[src/rtl/bin2bcd_seq.sv]
// Sequential double-dabble binary-to-BCD converter feeding the seven-segment display driver.
// Start/busy/done handshake; the last result is held stable between conversions.
module bin2bcd_seq #(
    parameter int unsigned BIN_W  = 14,
    parameter int unsigned DIGITS = 4
) (
    input  logic                  clock_100Mhz,
    input  logic                  reset,
    input  logic                  start,
    input  logic [BIN_W-1:0]      bin_in,
    output logic                  busy,
    output logic                  done,
    output logic [4*DIGITS-1:0]   bcd_out,
    output logic                  overflow
);

    localparam int unsigned BCD_W = 4 * DIGITS;
    localparam int unsigned SCR_W = BCD_W + BIN_W;
    localparam int unsigned CNT_W = $clog2(BIN_W + 1);

    function automatic longint unsigned pow10(input int unsigned n);
        longint unsigned p;
        p = 64'd1;
        for (int unsigned i = 0; i < n; i++) begin
            p = p * 64'd10;
        end
        return p;
    endfunction

    localparam longint unsigned MAXV = pow10(DIGITS) - 64'd1;

    typedef enum logic [1:0] {StIdle, StShift, StDone} state_t;

    state_t             state_q;
    logic [SCR_W-1:0]   scratch_q;
    logic [CNT_W-1:0]   cnt_q;
    logic               ovf_pend_q;

    logic [SCR_W-1:0]   scratch_adj;
    logic [SCR_W-1:0]   scratch_shl;

    // All BCD nibbles are corrected in parallel before the single-bit shift.
    always_comb begin
        scratch_adj = scratch_q;
        for (int unsigned i = 0; i < DIGITS; i++) begin
            if (scratch_q[BIN_W + 4*i +: 4] >= 4'd5) begin
                scratch_adj[BIN_W + 4*i +: 4] = scratch_q[BIN_W + 4*i +: 4] + 4'd3;
            end
        end
        scratch_shl = {scratch_adj[SCR_W-2:0], 1'b0};
    end

    always_ff @(posedge clock_100Mhz or negedge reset) begin
        if (!reset) begin
            state_q    <= StIdle;
            scratch_q  <= '0;
            cnt_q      <= '0;
            ovf_pend_q <= 1'b0;
            busy       <= 1'b0;
            done       <= 1'b0;
            bcd_out    <= '0;
            overflow   <= 1'b0;
        end else begin
            done <= 1'b0;
            case (state_q)
                StIdle: begin
                    if (start) begin
                        scratch_q  <= {{BCD_W{1'b0}}, bin_in};
                        ovf_pend_q <= (64'(bin_in) > MAXV);
                        cnt_q      <= '0;
                        busy       <= 1'b1;
                        state_q    <= StShift;
                    end
                end
                StShift: begin
                    scratch_q <= scratch_shl;
                    cnt_q     <= cnt_q + 1'b1;
                    if (cnt_q == CNT_W'(BIN_W - 1)) begin
                        state_q <= StDone;
                    end
                end
                StDone: begin
                    // Overflowed inputs still run the full sequence; only the result saturates.
                    bcd_out  <= ovf_pend_q ? {DIGITS{4'h9}} : scratch_q[SCR_W-1 -: BCD_W];
                    overflow <= ovf_pend_q;
                    done     <= 1'b1;
                    busy     <= 1'b0;
                    state_q  <= StIdle;
                end
                default: begin
                    state_q <= StIdle;
                end
            endcase
        end
    end

endmodule

[config.mk]
export PLATFORM = sky130hd
export DESIGN_NAME = bin2bcd_seq
export DESIGN_NICKNAME = d
export VERILOG_FILES = /design/src/rtl/bin2bcd_seq.sv
export SDC_FILE = /design/constraint.sdc
export NUM_CORES = 1
export LEC_CHECK = 0
export CAP_MARGIN = 20
export CORE_MARGIN = 2
export CORE_UTILIZATION = 40
export CTS_CLUSTER_SIZE = 30
export DETAILED_ROUTE_END_ITERATION = 12
export DONT_BUFFER_PORTS = 1
export GPL_ROUTABILITY_DRIVEN = 0
export PLACE_DENSITY = 0.65
export SYNTH_ARGS = -nofsm -noshare
export SYNTH_HDL_FRONTEND = slang
export SYNTH_SLANG_ARGS = --single-unit
export TNS_END_PERCENT = 10
[constraint.sdc]
create_clock -name clock_100Mhz -period 1.5 [get_ports clock_100Mhz]
set_input_delay 0.225 -clock clock_100Mhz [delete_from_list [all_inputs] [get_ports clock_100Mhz]]
set_output_delay 0.225 -clock clock_100Mhz [all_outputs]
set_load 0.05 [all_outputs]
==> out/metrics.cfg <==
[floorplan]
io_pins=36
dieArea_mm2=0.007755
die_w_um=88.06
die_h_um=88.06
core_area_mm2=0.006832
num_rows=30
initial_core_util_pct=41.37

[timing]
slew_violations=0
fin_skew_ns=0.01704
hold_viol_final=56
rsz0062_at_grt=true
fin_hold_ws_ns=-0.4099
fin_crit_ns=1.453
fmax_mhz=688.5
worst_pin_slew_ns=0.5816
relSlewSlack_pct=61.23
fin_crit_sh_pct=96.84
setup_viol=0

[placed_design]
placed_cell_area_mm2=0.002879
portBuffers=0
dp_hpwl_um=3790

[yosys]
synth_compound_area_share_pct=24.08
synth.area.top_cells=dfrtp_1 50%, ha_1 4.4%, nand2_1 4.1%, a22oi_1 3.5%, nor2b_1 3.3%
ys.flop_type=dfrtp_1
synth-edff-count=0
ys_seq_area_share_pct=49.58
yosys.area_share.adder_pct=4.427
synthSimpleGateAreaFrac_pct=13.59
synth-seq-cells=56
synth_top_area_cell=dfrtp_1
netlist_area_mm2=0.002826
synth_cell_types=41
synth_xor_area_share_pct=0.9296
yosysWarnings=0
synth.avg_cell_area_um2=10.13
synth_mux_area_share_pct=0.7525
async_reset_ff_share_pct=100.0
synth_top_area_share_pct=49.58
synthCells=279
syn_nets=306
synth_top_family_by_area=compound AO/OA/AOI/OAI gates

[routing]
drt_iter0_markers=114
drtPass1Iterations=4
drtAntennaViolNets=0
routedWlPerCell_um=14.95
route.detailed.drc=0
vias=1993
routed_wl_um=5532
vias_per_cell=5.386

[clock_network]
clk_latency_ns=0.32
root_buffer=clkbuf_8
postCtsSetupRepairBufs=0
clock_path_buffers=2
cts_max_level=2
clk_pin_slew_worst_paths_ns=0.11
numCtsBuffers=5
cts_sinks=56
tritoncts=done

[final_layout]
num-fill-cells=685
syn_to_final_growth_pct=5.622
finalNetCount=300
fin_area_mm2=0.002985
drive_gt1_share_pct=9.854
antenna-diode-count=0
multi_input_area_mm2=0.001245
register_area_mm2=0.001405

[power_and_ir_drop]
ir_worst_vdd_mv=0.5039
p_sw_mw=2.733
sequentialPowerShare_pct=49.8
switching_share_pct=44.29
pwr_density_cell_mw_per_mm2=2067
leakage_nw=1.292
power.total_mw=6.171
p_int_mw=3.438
clockPowerShare_pct=14.2
combPwrFrac_pct=36.0

[critical_path]
crit_path_end_kind=flop
r2r_slack_ns=0.05
cp_cell_sequence=inv_1 > ha_1 > nor2b_2 > o21a_1 > o32ai_1
cp_data_required_time_ns=1.71
arrival_ns=1.66
crit_path_max_incr_delay_ns=0.43
crit_type=flop to flop
ff2ff_path_depth=5
cp_slowest_cell=dfrtp_2
startpoint=scratch_q[18]
worstSetupStartpointType=flop
crit_buf_inv=1
critPathTopFamily=compound AO/OA/AOI/OAI gates
r2r-start=scratch_q[18]
crit_end=scratch_q[22]
cp_max_fo=5
path_depth=5
rr_endpoint=scratch_q[22]

[grt]
antenna_found_initial=0
grt_usage_pct=15.10
grt-ovfl-total=0
grt_pass1_wl_um=9239
grt_max_degree=57
grt_pass1_vias=1854

[job]
cap_violations=0

[status]
violations=hold timing
status=finished with violations

[worst_hold_path]
hp-class=input pin to async pin

## cells in the mapped netlist, drive strengths merged (3+ instances only)
library cell and number:
ha 10, inv 18, nand2b 6, a22oi 13
o21a 4, a32o 4, dfrtp 56, clkbuf 4
buf 14, nand2 31, o221ai 4, nor2 8
o31ai 12, o32ai 3, o2111ai 8, o21ai 29
and2b 3, a21oi 13, nor2b 16, xnor2 3
o211ai 4
## layer usage
metal	GRT usage [%]	up-vias	part of all wire, %
met4	5.372	0	1.6
li1	-	990	-
met5	0	-	0
met1	22.68	958	50
met2	21.90	37	45
met3	2.545	8	2.9
## worst reg2reg max path, cell delays in order (launching register included)
cell     delay (ns)
dfrtp_2        0.43
inv_1          0.09
ha_1           0.23
nor2b_2        0.18
o21a_1         0.20
o32ai_1        0.23
## through the flow
stage | setup slack, ns | TNS, ns | util (%) | cells | hold WS (ns)
CTS | 0.05326 | 0 | 43.59 | 370 | -0.4177
global route | -0.02729 | -0.07323 | 43.70 | 370 | -0.4256
global placement | 0.02519 | 0 | 42.14 | 362 | -0.06856
floorplan | 0.2226 | 0 | - | 279 | -0.07059
finish | 0.04747 | 0 | 43.70 | 370 | -0.4099
detailed placement | 0.02111 | 0 | 42.14 | 362 | -0.06794
## flip-flops by register name, indices dropped and copies added, names as in the netlist
name        flops
bcd_out        16
busy            1
cnt_q           4
done            1
overflow        1
ovf_pend_q      1
scratch_q      30
state_q         2
## cells in the final DEF, fill, tap and decap left out, drive strengths merged, types with 2 or more instances in the layout
cell	netlist	layout
a21oi	13	13
o31ai	12	12
o21a	4	4
a32o	4	4
nor2b	16	16
and2b	3	3
clkbuf	4	6
o221ai	4	4
a22oi	13	13
inv	18	18
clkinvlp	0	2
nand2	31	31
and3	2	2
ha	10	10
o211ai	4	4
o2111ai	8	8
buf	14	5
dfrtp	56	56
o32ai	3	3
nand2b	6	6
xnor2	3	3
nor2	8	8
o21ai	29	29
## power by group through the flow
stage                     clock network [mW]  logic, mW  registers, mW
final                                  0.876       2.22           3.07
after global routing                   0.958       2.55           3.17
after CTS                              0.908       2.22           3.06
after detailed placement                   0       2.20           3.09
after global placement                     0       2.16           3.08
after floorplan                            0       1.91           2.87
## cells by family (layout without fill, tap and decap cells)
kind of cell | Yosys count | in the layout
and+or+nand+nor | 73 | 73
DFF | 56 | 56
muxes | 2 | 2
AOI/OAI and AO/OA | 99 | 99
buffers and inverters | 36 | 31
xor gates and xnor gates | 3 | 3
adders and majority gates | 10 | 10
## layout make-up
cell class,instances,share of cell area (%)
clock buffer,6,2.766
clock inverter,2,0.5029
sequential,56,47.07
timing repair buffer,5,1.676
multi-input combinational,187,41.70
tap,96,4.023
inverter,18,2.263
## what timing repair did
action	in CTS	in global routing
endpoints found under the hold margin	56	56
gates resized for setup	1	6
endpoints found under the setup margin	1	15
## worst min path at each step
stage | cells after the start | end | start
6_report | 0 | bcd_out[11] | reset
5_1_grt | 0 | bcd_out[6] | reset
4_1_cts | 0 | bcd_out[11] | reset
3_5_place_dp | 0 | scratch_q[23] | reset
3_3_place_gp | 0 | scratch_q[24] | reset
2_1_floorplan | 0 | bcd_out[0] | reset
Note: power is estimated with default switching activity, not from simulation.
